===== src/rtl/pipe_hold_ctrl_pkg.sv =====
// Shared constants and state encoding for the front-end pipeline hold/flush controller.
package pipe_ctrl_pkg;

  localparam logic [31:0] NOP_INSTR = 32'h0000_0013;
  localparam logic [31:0] PC_STEP   = 32'd4;

  typedef enum logic {
    BOOT,
    RUN
  } state_t;

endpackage


===== src/rtl/pipe_hold_ctrl_if.sv =====
// Front-end control bundle: hazard/redirect inputs, imem handshake, IF/ID register and perf counters.
interface pipe_hold_ctrl_if #(
  parameter int unsigned CNT_W = 16
);

  logic             stall_i;
  logic             flush_i;
  logic [31:0]      flush_target_i;
  logic [31:0]      imem_rdata_i;
  logic             imem_ready_i;
  logic             imem_req_o;
  logic [31:0]      pc_o;
  logic [31:0]      if_id_pc_o;
  logic [31:0]      if_id_instr_o;
  logic             if_id_valid_o;
  logic             id_ex_bubble_o;
  logic [CNT_W-1:0] stall_cnt_o;
  logic [CNT_W-1:0] flush_cnt_o;

  modport master (
    output stall_i, flush_i, flush_target_i, imem_rdata_i, imem_ready_i,
    input  imem_req_o, pc_o, if_id_pc_o, if_id_instr_o, if_id_valid_o,
           id_ex_bubble_o, stall_cnt_o, flush_cnt_o
  );

  modport slave (
    input  stall_i, flush_i, flush_target_i, imem_rdata_i, imem_ready_i,
    output imem_req_o, pc_o, if_id_pc_o, if_id_instr_o, if_id_valid_o,
           id_ex_bubble_o, stall_cnt_o, flush_cnt_o
  );

endinterface


===== src/rtl/pipe_hold_ctrl_sat_counter.sv =====
// Event counter that sticks at all-ones instead of wrapping.
module sat_counter #(
  parameter int unsigned W = 16
) (
  input  logic         clk,
  input  logic         rst_n,
  input  logic         inc,
  output logic [W-1:0] count
);

  always_ff @(posedge clk or negedge rst_n) begin
    if (!rst_n) begin
      count <= '0;
    end else if (inc && (count != '1)) begin
      count <= count + W'(1);
    end
  end

endmodule


===== src/rtl/pipe_hold_ctrl.sv =====
// Owns the fetch PC and IF/ID register; holds on load-use stalls, kills on EX redirects,
// and strobes an ID/EX bubble whenever the front end cannot hand over a fresh instruction.
module pipe_hold_ctrl
  import pipe_ctrl_pkg::*;
#(
  parameter logic [31:0] RESET_PC = 32'h0000_0000,
  parameter int unsigned CNT_W    = 16
) (
  input  logic             clk,
  input  logic             rst_n,
  pipe_hold_ctrl_if.slave  bus
);

  state_t           state;
  logic             imem_req;
  logic [31:0]      pc;
  logic [31:0]      if_id_pc;
  logic [31:0]      if_id_instr;
  logic             if_id_valid;
  logic             run;
  logic             eff_stall;
  logic [31:0]      redirect_pc;
  logic [CNT_W-1:0] stall_cnt;
  logic [CNT_W-1:0] flush_cnt;

  assign run         = (state == RUN);
  // A stall only matters when there is a real instruction in IF/ID to protect.
  assign eff_stall   = bus.stall_i & if_id_valid;
  assign redirect_pc = bus.flush_target_i & ~32'h0000_0003;

  always_ff @(posedge clk or negedge rst_n) begin
    if (!rst_n) begin
      state       <= BOOT;
      imem_req    <= 1'b0;
      pc          <= {RESET_PC[31:2], 2'b00};
      if_id_pc    <= '0;
      if_id_instr <= NOP_INSTR;
      if_id_valid <= 1'b0;
    end else if (state == BOOT) begin
      state    <= RUN;
      imem_req <= 1'b1;
    end else begin
      if (bus.flush_i) begin
        pc          <= redirect_pc;
        if_id_pc    <= '0;
        if_id_instr <= NOP_INSTR;
        if_id_valid <= 1'b0;
      end else if (eff_stall) begin
        pc          <= pc;
      end else if (!bus.imem_ready_i) begin
        if_id_pc    <= '0;
        if_id_instr <= NOP_INSTR;
        if_id_valid <= 1'b0;
      end else begin
        if_id_pc    <= pc;
        if_id_instr <= bus.imem_rdata_i;
        if_id_valid <= 1'b1;
        pc          <= pc + PC_STEP;
      end
    end
  end

  sat_counter #(.W(CNT_W)) u_stall_cnt (
    .clk   (clk),
    .rst_n (rst_n),
    .inc   (run & ~bus.flush_i & eff_stall),
    .count (stall_cnt)
  );

  sat_counter #(.W(CNT_W)) u_flush_cnt (
    .clk   (clk),
    .rst_n (rst_n),
    .inc   (run & bus.flush_i),
    .count (flush_cnt)
  );

  assign bus.imem_req_o     = imem_req;
  assign bus.pc_o           = pc;
  assign bus.if_id_pc_o     = if_id_pc;
  assign bus.if_id_instr_o  = if_id_instr;
  assign bus.if_id_valid_o  = if_id_valid;
  assign bus.id_ex_bubble_o = run & (bus.flush_i | eff_stall);
  assign bus.stall_cnt_o    = stall_cnt;
  assign bus.flush_cnt_o    = flush_cnt;

endmodule


===== src/flat_wrapper.sv =====
// flat-port wrapper written by rule: the top's interface ports become plain ports
module pipe_hold_ctrl_flat import pipe_ctrl_pkg::*;
#(
  parameter logic [31:0] RESET_PC = 32'h0000_0000,
  parameter int unsigned CNT_W    = 16
)
  (clk, rst_n, bus_stall_i, bus_flush_i, bus_flush_target_i, bus_imem_rdata_i, bus_imem_ready_i, bus_imem_req_o, bus_pc_o, bus_if_id_pc_o, bus_if_id_instr_o, bus_if_id_valid_o, bus_id_ex_bubble_o, bus_stall_cnt_o, bus_flush_cnt_o);
  pipe_hold_ctrl_if #(.CNT_W(CNT_W)) bus_i ();
  input  logic clk;
  input  logic rst_n;
  input wire logic [$bits(bus_i.stall_i)-1:0] bus_stall_i;
  input wire logic [$bits(bus_i.flush_i)-1:0] bus_flush_i;
  input wire logic [$bits(bus_i.flush_target_i)-1:0] bus_flush_target_i;
  input wire logic [$bits(bus_i.imem_rdata_i)-1:0] bus_imem_rdata_i;
  input wire logic [$bits(bus_i.imem_ready_i)-1:0] bus_imem_ready_i;
  output wire logic [$bits(bus_i.imem_req_o)-1:0] bus_imem_req_o;
  output wire logic [$bits(bus_i.pc_o)-1:0] bus_pc_o;
  output wire logic [$bits(bus_i.if_id_pc_o)-1:0] bus_if_id_pc_o;
  output wire logic [$bits(bus_i.if_id_instr_o)-1:0] bus_if_id_instr_o;
  output wire logic [$bits(bus_i.if_id_valid_o)-1:0] bus_if_id_valid_o;
  output wire logic [$bits(bus_i.id_ex_bubble_o)-1:0] bus_id_ex_bubble_o;
  output wire logic [$bits(bus_i.stall_cnt_o)-1:0] bus_stall_cnt_o;
  output wire logic [$bits(bus_i.flush_cnt_o)-1:0] bus_flush_cnt_o;
  assign bus_i.stall_i = bus_stall_i;
  assign bus_i.flush_i = bus_flush_i;
  assign bus_i.flush_target_i = bus_flush_target_i;
  assign bus_i.imem_rdata_i = bus_imem_rdata_i;
  assign bus_i.imem_ready_i = bus_imem_ready_i;
  assign bus_imem_req_o = bus_i.imem_req_o;
  assign bus_pc_o = bus_i.pc_o;
  assign bus_if_id_pc_o = bus_i.if_id_pc_o;
  assign bus_if_id_instr_o = bus_i.if_id_instr_o;
  assign bus_if_id_valid_o = bus_i.if_id_valid_o;
  assign bus_id_ex_bubble_o = bus_i.id_ex_bubble_o;
  assign bus_stall_cnt_o = bus_i.stall_cnt_o;
  assign bus_flush_cnt_o = bus_i.flush_cnt_o;
  pipe_hold_ctrl #(.RESET_PC(RESET_PC), .CNT_W(CNT_W)) u_core (.clk(clk), .rst_n(rst_n), .bus(bus_i));
endmodule

===== config.mk =====
export PLATFORM = sky130hd
export DESIGN_NAME = pipe_hold_ctrl_flat
export DESIGN_NICKNAME = d
export VERILOG_FILES = /design/src/rtl/pipe_hold_ctrl_pkg.sv /design/src/rtl/pipe_hold_ctrl_if.sv /design/src/rtl/pipe_hold_ctrl_sat_counter.sv /design/src/rtl/pipe_hold_ctrl.sv /design/src/flat_wrapper.sv
export SDC_FILE = /design/constraint.sdc
export NUM_CORES = 1
export LEC_CHECK = 0
export BUFFER_PORTS_ARGS = -buffer_cell sky130_fd_sc_hd__buf_2
export CORE_UTILIZATION = 50
export DETAILED_ROUTE_END_ITERATION = 8
export PLACE_DENSITY = 0.8
export REMOVE_ABC_BUFFERS = 1
export SYNTH_ARGS = -nofsm -noshare
export SYNTH_HDL_FRONTEND = slang
export SYNTH_SLANG_ARGS = --single-unit

===== constraint.sdc =====
create_clock -name clk -period 2 [get_ports clk]
set_input_delay 0.3 -clock clk [delete_from_list [all_inputs] [get_ports clk]]
set_output_delay 0.3 -clock clk [all_outputs]
set_load 0.02 [all_outputs]

==> results of run 1 <==
[worst max-delay path by stage]
stage | startpoint | to | cells after the start | slack [ns]
finish | u_core.bus.if_id_valid_o | u_core.bus.pc_o[12] | 7 | 0.16
global route | u_core.run | u_core.u_flush_cnt.count[5] | 5 | 0.01
CTS | u_core.bus.if_id_valid_o | u_core.bus.pc_o[13] | 6 | 0.15
detailed placement | bus_flush_i | u_core.u_stall_cnt.count[13] | 6 | 0.12
global placement | bus_stall_i | u_core.bus.pc_o[13] | 7 | 0.18
floorplan | u_core.bus.if_id_valid_o | u_core.bus.if_id_instr_o[10] | 3 | -1.06
[state kept, by name (all words and copies together) (netlist names)]
name	flops
u_core.run	1
u_core.bus.imem_req_o	1
u_core.u_flush_cnt.count	16
u_core.bus.if_id_instr_o	32
u_core.u_stall_cnt.count	16
u_core.bus.if_id_pc_o	31
u_core.bus.pc_o	30
u_core.bus.if_id_valid_o	1
[per-stage QoR]
stage / total power (W) / util
6_report: 0.00763 / 0.690
3_3_place_gp: 0.00468 / 0.638
4_1_cts: 0.00769 / 0.690
2_1_floorplan: 0.00406 / -
5_1_grt: 0.00799 / 0.690
3_5_place_dp: 0.00475 / 0.638
[cell type report]
class                   instances  area [sq um]  share of cell area
flip-flops and latches        128          3210               0.423
multi-input cells             352          2370               0.313
repair buffers                220          1240               0.164
clock buffers                  20           457              0.0602
well taps                     140           175              0.0231
clock inverters                12           111              0.0147
inverters                       4          15.0             0.00198
diodes                          1          2.50            0.000330
[layout by cell type, fill, tap and decap left out, types with 3 or more instances in the layout]
cell type	synthesis	final
buf_2	5	194
dfrtp_1	125	125
a22o_1	60	60
nand2_1	34	34
nor2_1	32	32
nand3_1	24	24
xnor2_1	19	19
buf_4	3	19
clkbuf_16	0	17
nor3_1	16	16
a21oi_1	15	15
o21ai_0	15	15
and3_1	14	14
o22ai_1	13	13
nand4_1	12	12
a211oi_1	11	11
xor2_1	9	9
mux2i_1	8	8
a22oi_1	7	7
and4_1	6	6
clkinvlp_4	0	6
buf_12	0	6
and2_1	6	5
a21boi_0	4	4
nor4_1	4	4
o22a_1	3	3
inv_1	3	3
mux2_2	3	3
ha_1	3	3
conb_1	2	3
dfstp_2	3	3
[synthesized netlist by cell type, types with 3 or more instances]
master / instances
and2_1: 6
mux2i_1: 8
nand3_1: 24
buf_4: 3
xnor2_1: 19
o21ai_0: 15
nor2_1: 32
a211oi_1: 11
nor3_1: 16
clkbuf_1: 19
dfstp_2: 3
mux2_2: 3
dfrtp_1: 125
a22oi_1: 7
and3_1: 14
ha_1: 3
xor2_1: 9
nand2_1: 34
o22a_1: 3
o21ai_1: 3
nand4_1: 12
a21boi_0: 4
nor4_1: 4
buf_2: 5
and4_1: 6
a22o_1: 60
inv_1: 3
a21oi_1: 15
o22ai_1: 13
[per-layer routing]
metal | share of wire | GRT usage | vias up
li1 | - | - | 2355
met1 | 0.41 | 0.333 | 2450
met2 | 0.50 | 0.444 | 226
met3 | 0.071 | 0.0634 | 27
met4 | 0.019 | 0.116 | 0
met5 | 0 | 0 | -
[worst max-delay path, delay by kind of cell (launching register included)]
kind | cells | cell delay, ns
DFF | 1 | 0.41
buffers and inverters | 2 | 0.33
AOI/OAI and AO/OA | 4 | 0.84
and+or+nand+nor | 1 | 0.12
[logic make-up (layout without fill, tap and decap cells)]
logic type / after synthesis / count (layout) / synth area share
buf+inv: 35 / 256 / 0.0276
xor+xnor: 28 / 28 / 0.0429
compound gates: 145 / 145 / 0.191
flops: 128 / 128 / 0.561
mux: 11 / 11 / 0.0199
other cells: 2 / 4 / 0.00131
fa+ha+maj: 3 / 3 / 0.00657
simple gates: 162 / 162 / 0.150
[power breakdown]
group | leakage [nW] | internal [W] | switching [W]
clock | 0.261 | 0.00177 | 0.00114
combinational | 1.86 | 0.000587 | 0.000889
sequential | 1.67 | 0.00287 | 0.000368
==> results.json, run 1 <==
{
  "cp_slowest_stage_delay_ns": 0.41,
  "clk_latency_ns": 0.42,
  "powerDensity_nw_per_um2": 1010,
  "postLayoutCellArea_sq_um": 7580,
  "ys_seq_area_frac": 0.561,
  "synth.avg_cell_area_sq_um": 11.1,
  "fin_crit_ns": 1.84,
  "rows": 38,
  "drt_wl_total_um": 15200,
  "cts_made_buffers": 17,
  "synth_cell_type_count": 57,
  "min_path_type": "in -> reg",
  "yosysWarnings": 0,
  "ys_ff_latch": 128,
  "hold_depth": 2,
  "cp_slowest_cell": "dfrtp_1",
  "grt_pass1_vias": 4937,
  "cts_setup_buffers": 0,
  "rr_endpoint": "u_core.bus.pc_o[12]",
  "rsz0062_at_grt": "false",
  "crit_arrival_ns": 2.14,
  "htree_levels": 4,
  "start_kind": "flop",
  "finalHoldViolations": 0,
  "fin_crit_sh": 0.922,
  "layout.nets": 795,
  "clock_skew_ns": 0.00846,
  "rrSetupSlack_ns": 0.16,
  "io_buffers": 195,
  "post_dp_cell_area_sq_um": 7000,
  "first_pass_iters": 5,
  "totalNegativeSetupSlack_ns": 0,
  "post_cts_resized": 0,
  "clkSlewWorstSetupHoldPaths_ns": 0.06,
  "start_util": 0.521,
  "preCtsSetupSlack_ns": 0.121,
  "dieHeight_um": 109,
  "holdWs_ns": 0.104,
  "dieArea_sq_um": 11900,
  "setup_slack_ns": 0.156,
  "synth_cells": 514,
  "clock-root-buffer": "clkbuf_16",
  "dp_cells": 843,
  "irDropWorstVdd_v": 0.000861,
  "wl_per_cell_um": 17.4,
  "r2r_cells": 7,
  "final_layout_size_suffix_gt1_frac": 0.360,
  "dr.first_iter.drc_count": 295,
  "leakage_nw": 3.79,
  "grt_pass1_wl_um": 24200,
  "worstPathRequired_ns": 2.29,
  "syn2layout_area_growth_pct": 32.7,
  "synth_top_area_frac": 0.547,
  "cp_max_fo": 13,
  "cts_sinks": 128,
  "ys.flop_type": "dfrtp_1",
  "antenna_found_initial": 1,
  "ios": 200,
  "dp_hpwl_um": 10700,
  "drc": 0,
  "syn_area_sq_um": 5720,
  "timing.max_cap.violations": 0,
  "finalSetupViolations": 0,
  "min_to": "u_core.bus.if_id_instr_o[4]",
  "ant_nets": 0,
  "grt_max_degree": 62,
  "die-width_um": 109,
  "rr_startpoint": "u_core.bus.if_id_valid_o",
  "cts_hold_buf": 1,
  "fmax_mhz": 542,
  "synthTopCellsByArea": "dfrtp_1, a22o_1, xnor2_1, nand2_1, nand3_1",
  "fin_cells": 877,
  "critPathKind": "reg -> reg",
  "synth_edf_count": 0,
  "final_max_slew_viol_count": 0,
  "clock_path_buffers": 2,
  "gp_congestion": 0.828,
  "design.core.area_sq_um": 11000,
  "overflow": 0,
  "worstHoldStart": "bus_imem_rdata_i[4]",
  "routed_via_density": 5.77,
  "path_cells": "a21boi_0 -> buf_4 -> o21ai_2 -> nor2_1 -> buf_12 -> a22o_1 -> a311o_1",
  "track_usage": 0.267,
  "async_flop_share": 1.00,
  "cts_tree": "done",
  "slew_headroom": 0.615,
  "outcome": "complete, no violations",
  "yosysTopAreaCell": "dfrtp_1",
  "crit_path_end_kind": "flop",
  "fill_cells": 815,
  "dr_total_vias": 5058,
  "worst_pin_slew_ns": 0.572
}
No activity file was read; power rests on OpenSTA's default activity.
==> inputs of run 2 (changes only) <==
Settings changed: MAX_ROUTING_LAYER set to met4.
==> run 2 against run 1 <==
Against the previous run:
- wire length rose by 0.30%
- clock-buffer cell count did not move
- sequential share of layout area did not move
- flip-flop and latch count did not move
- first-iteration DRC count fell by 8.5%
- combinational power barely moved
- global-route usage rose by 0.77 points
- hold slack got worse by 0.0015 ns
- via count barely moved
- clock power barely moved
- largest cell class unchanged
- highest routed layer unchanged
==> results.json, run 2 (synthesis gave the netlist of run 1 again) <==
{
  "outcome": "complete, no violations",
  "worst_pin_slew_ns": 0.549,
  "cp_top_family": "simple AND/OR/NAND/NOR gates",
  "first_pass_iters": 5,
  "timing.max_cap.violations": 0,
  "routed_via_density": 5.77,
  "clock-root-buffer": "clkbuf_16",
  "rrSetupSlack_ns": 0.15,
  "largest_register_ffs": 32,
  "wl_per_cell_um": 17.4,
  "antenna_found_initial": 1,
  "cts_sinks": 128,
  "path_cells": "nand3_4 -> nor3_1 -> or4b_1 -> a21oi_1 -> a221o_1",
  "switching_power_w": 0.00240,
  "drt_wl_total_um": 15300,
  "powerDensity_nw_per_um2": 1010,
  "grt_max_degree": 62,
  "leakage_nw": 3.79,
  "multiInputGateArea_sq_um": 2370,
  "finalHoldViolations": 0,
  "crit_arrival_ns": 2.21,
  "htree_levels": 4,
  "dieArea_sq_um": 11900,
  "drc": 0,
  "start_kind": "flop",
  "fin_crit_ns": 1.85,
  "die-width_um": 109,
  "irDropWorstVdd_v": 0.000862,
  "ant_nets": 0,
  "rsz0062_at_grt": "false",
  "regArea_sq_um": 3210,
  "cp_num_buf_inv": 0,
  "hold_depth": 2,
  "power.total_w": 0.00763,
  "slew_headroom": 0.631,
  "rows": 38,
  "start_util": 0.521,
  "path_depth": 5,
  "track_usage": 0.275,
  "finalSetupViolations": 0,
  "dp_hpwl_um": 10700,
  "dr.first_iter.drc_count": 270,
  "p_clk_frac": 0.382,
  "fin_cells": 877,
  "fill_cells": 815,
  "dr_total_vias": 5057,
  "seq_power_share": 0.425,
  "switching_share": 0.315,
  "syn2layout_area_growth_pct": 32.7,
  "fin_crit_sh": 0.925,
  "grt_pass1_vias": 4936,
  "clkSlewWorstSetupHoldPaths_ns": 0.06,
  "layout.nets": 795,
  "clock_skew_ns": 0.00870,
  "final_common_cell": "buf_2",
  "cp_max_fo": 10,
  "clock_path_buffers": 2,
  "internal-power_w": 0.00523,
  "fmax_mhz": 541,
  "layout_common_cells": "buf_2, dfrtp_1, a22o_1",
  "crit_path_end_kind": "flop",
  "final_max_slew_viol_count": 0,
  "cts_made_buffers": 17,
  "gp_congestion": 0.840,
  "min_path_type": "in -> reg",
  "io_buffers": 195,
  "final_layout_size_suffix_gt1_frac": 0.360,
  "overflow": 0,
  "dp_cells": 843,
  "critPathKind": "reg -> reg",
  "r2r_cells": 5,
  "combPwrFrac": 0.193,
  "cp_slowest_cell": "dfrtp_1",
  "grt_pass1_wl_um": 24200,
  "cp_slowest_stage_delay_ns": 0.57,
  "dieHeight_um": 109,
  "worstPathRequired_ns": 2.36,
  "design.core.area_sq_um": 11000,
  "cts_tree": "done",
  "clk_latency_ns": 0.42,
  "ios": 200,
  "post_cts_resized": 0
}
==> run 2: cell counts in the layout (fill, tap and decap cells not counted) <==
Identical to the previous run, type by type.
==> run 2: cell type report <==
| cell class | instances | share of cell area |
|---|---|---|
| clock buffer | 20 | 0.0602 |
| sequential | 128 | 0.423 |
| antenna | 1 | 0.000330 |
| timing repair buffer | 220 | 0.164 |
| clock inverter | 12 | 0.0147 |
| inverter | 4 | 0.00198 |
| multi-input combinational | 352 | 0.313 |
| tap | 140 | 0.0231 |
==> run 2: per-stage QoR <==
stage | instance area (sq um) | setup WS, ns | setup TNS, ns | util | hold slack [ns]
floorplan | 5580 | -1.06 | -73.43 | - | 0.00441
global placement | 7000 | 0.178 | 0 | 0.638 | 0.238
detailed placement | 7000 | 0.121 | 0 | 0.638 | 0.248
CTS | 7580 | 0.147 | 0 | 0.690 | 0.0863
global route | 7580 | 0.0135 | 0 | 0.690 | 0.0949
finish | 7580 | 0.150 | 0 | 0.690 | 0.102
==> run 2: final timing paths <==
path                                               end                   from
setup / recovery                   u_core.bus.pc_o[13]     u_core.bus.pc_o[8]
hold / removal             u_core.bus.if_id_instr_o[4]    bus_imem_rdata_i[4]
setup reg to reg                   u_core.bus.pc_o[13]     u_core.bus.pc_o[8]
hold reg to reg                  u_core.bus.imem_req_o  u_core.bus.imem_req_o
max in group asynchronous  u_core.bus.if_id_instr_o[3]                  rst_n
min in group asynchronous    u_core.bus.if_id_pc_o[13]                  rst_n
==> run 2: what timing repair did <==
| action | CTS | global route |
|---|---|---|
| hold buffers | 1 | 0 |
| endpoints found under the hold margin | 26 | 0 |
| setup buffers | 0 | 0 |
==> run 2: power by group through the flow <==
stage,clock network (W),logic (W),registers (W)
finish,0.00292,0.00148,0.00324
global route,0.00309,0.00161,0.00329
CTS,0.00297,0.00149,0.00323
detailed placement,0,0.00147,0.00328
global placement,0,0.00143,0.00325
floorplan,0,0.000502,0.00356
==> run 2: metal layers <==
layer | up-vias | global-route usage | part of all wire
li1 | 2354 | - | -
met1 | 2457 | 0.333 | 0.41
met2 | 216 | 0.446 | 0.50
met3 | 30 | 0.0598 | 0.069
met4 | 0 | 0.116 | 0.021
met5 | - | - | 0
==> inputs of run 3 (changes only) <==
Settings changed: CORE_UTILIZATION 50 to 52, CTS_BUF_LIST set to sky130_fd_sc_hd__clkbuf_8, PLACE_DENSITY 0.8 to 0.83.
==> run 3 against run 2 <==
Against the previous run:
- clock power is 21% lower
- critical endpoint is now u_core.bus.pc_o[30]
- worst setup slack worse by 0.038 ns
- via count is 1.6% higher
- critical path type unchanged
==> results.json, run 3 (synthesis gave the netlist of run 1 again) <==
{
  "outcome": "complete, no violations",
  "worst_pin_slew_ns": 0.591,
  "final_max_slew_viol_count": 0,
  "crit_arrival_ns": 2.19,
  "rr_startpoint": "u_core.bus.pc_o[2]",
  "finalHoldViolations": 0,
  "preCtsSetupSlack_ns": 0.0209,
  "start_util": 0.544,
  "layout_common_cells": "buf_2, dfrtp_1, a22o_1",
  "fmax_mhz": 530,
  "regArea_sq_um": 3210,
  "final_layout_size_suffix_gt1_frac": 0.370,
  "grt_max_degree": 51,
  "cts_made_buffers": 17,
  "start_kind": "flop",
  "setup_slack_ns": 0.112,
  "design.core.area_sq_um": 10500,
  "dieArea_sq_um": 11400,
  "fin_crit_sh": 0.944,
  "htree_levels": 4,
  "finalSetupViolations": 0,
  "ios": 200,
  "irDropWorstVdd_v": 0.000493,
  "crit_path_end_kind": "flop",
  "largest_register_ffs": 32,
  "post_dp_cell_area_sq_um": 6980,
  "io_buffers": 195,
  "final_common_cell": "buf_2",
  "totalNegativeSetupSlack_ns": 0,
  "clk_latency_ns": 0.42,
  "worstPathRequired_ns": 2.30,
  "wl_per_cell_um": 17.6,
  "antenna_found_initial": 0,
  "overflow": 0,
  "switching_share": 0.320,
  "grt_pass1_wl_um": 24700,
  "combPwrFrac": 0.212,
  "grt_pass1_vias": 5000,
  "leakage_nw": 3.75,
  "drt_wl_total_um": 15500,
  "p_clk_frac": 0.328,
  "clock_path_buffers": 2,
  "timing.max_cap.violations": 0,
  "switching_power_w": 0.00225,
  "die-width_um": 107,
  "cp-endpoint": "u_core.bus.pc_o[30]",
  "multiInputGateArea_sq_um": 2380,
  "dr.first_iter.drc_count": 313,
  "slew_headroom": 0.606,
  "rsz0062_at_grt": "false",
  "cts_tree": "done",
  "dp_hpwl_um": 11200,
  "clkSlewWorstSetupHoldPaths_ns": 0.07,
  "rr_endpoint": "u_core.bus.pc_o[30]",
  "ant_nets": 0,
  "cp_max_fo": 7,
  "drc": 0,
  "fill_cells": 785,
  "cts_sinks": 128,
  "dr_total_vias": 5136,
  "internal-power_w": 0.00477,
  "critPathKind": "reg -> reg",
  "clock-root-buffer": "clkbuf_8",
  "r2r_cells": 6,
  "min_path_type": "in -> reg",
  "track_usage": 0.286,
  "crit_start": "u_core.bus.pc_o[2]",
  "powerDensity_nw_per_um2": 947,
  "dieHeight_um": 107,
  "rows": 37,
  "gp_congestion": 0.822,
  "rrSetupSlack_ns": 0.11,
  "layout.nets": 800,
  "seq_power_share": 0.460,
  "syn2layout_area_growth_pct": 29.7,
  "routed_via_density": 5.85,
  "postLayoutCellArea_sq_um": 7410,
  "clock_skew_ns": 0.0143,
  "fin_crit_ns": 1.89,
  "power.total_w": 0.00702,
  "first_pass_iters": 5
}
## run 3: power by group through the flow
stage / clock network, W / registers, W / logic [W]
2_1_floorplan: 0 / 0.00356 / 0.000502
3_3_place_gp: 0 / 0.00324 / 0.00144
3_5_place_dp: 0 / 0.00327 / 0.00148
4_1_cts: 0.00235 / 0.00322 / 0.00149
5_1_grt: 0.00247 / 0.00328 / 0.00161
6_report: 0.00230 / 0.00323 / 0.00149
## run 3: cell type report
type                       instances  area share
antenna                            1    0.000338
clock buffer                      20      0.0371
clock inverter                    12      0.0191
inverter                           4     0.00203
multi-input combinational        352       0.321
sequential                       128       0.433
tap                              136      0.0230
timing repair buffer             225       0.165
## run 3: repair_timing
action                                  in CTS  in global routing
buffers inserted                             0                  0
gates resized for setup                      0                  7
hold buffers                                 1                  0
hold endpoints to repair                    44                  0
endpoints found under the setup margin       0                 19
## run 3: worst min path at each step
stage | from | to | slack (ns) | cells after the start
2_1_floorplan | rst_n | u_core.bus.if_id_instr_o[10] | 0.004 | 0
3_3_place_gp | rst_n | u_core.bus.if_id_pc_o[12] | 0.26 | 1
3_5_place_dp | rst_n | u_core.bus.if_id_pc_o[12] | 0.27 | 1
4_1_cts | bus_imem_rdata_i[4] | u_core.bus.if_id_instr_o[4] | 0.07 | 2
5_1_grt | bus_imem_rdata_i[1] | u_core.bus.if_id_instr_o[1] | 0.08 | 2
6_report | bus_imem_rdata_i[4] | u_core.bus.if_id_instr_o[4] | 0.09 | 2
## run 3: critical path, stage by stage (launching register included)
cell      delay, ns
dfrtp_2        0.45
ha_1           0.23
and3_1         0.23
and3_2         0.27
and3_2         0.26
a211oi_1       0.25
a211oi_1       0.07
## run 3: per-layer routing
metal	track usage	up-vias	part of all wire
li1	-	2359	-
met2	0.465	226	0.49
met5	-	-	0
met4	0.0920	0	0.012
met3	0.0541	19	0.071
met1	0.363	2532	0.43
## run 3: metrics by stage
| step | util | hold WS [ns] | std cells |
|---|---|---|---|
| 6_report | 0.705 | 0.0926 | 878 |
| 4_1_cts | 0.704 | 0.0728 | 877 |
| 3_5_place_dp | 0.664 | 0.273 | 844 |
| 5_1_grt | 0.705 | 0.0789 | 877 |
| 2_1_floorplan | - | 0.00441 | 484 |
| 3_3_place_gp | 0.664 | 0.261 | 844 |
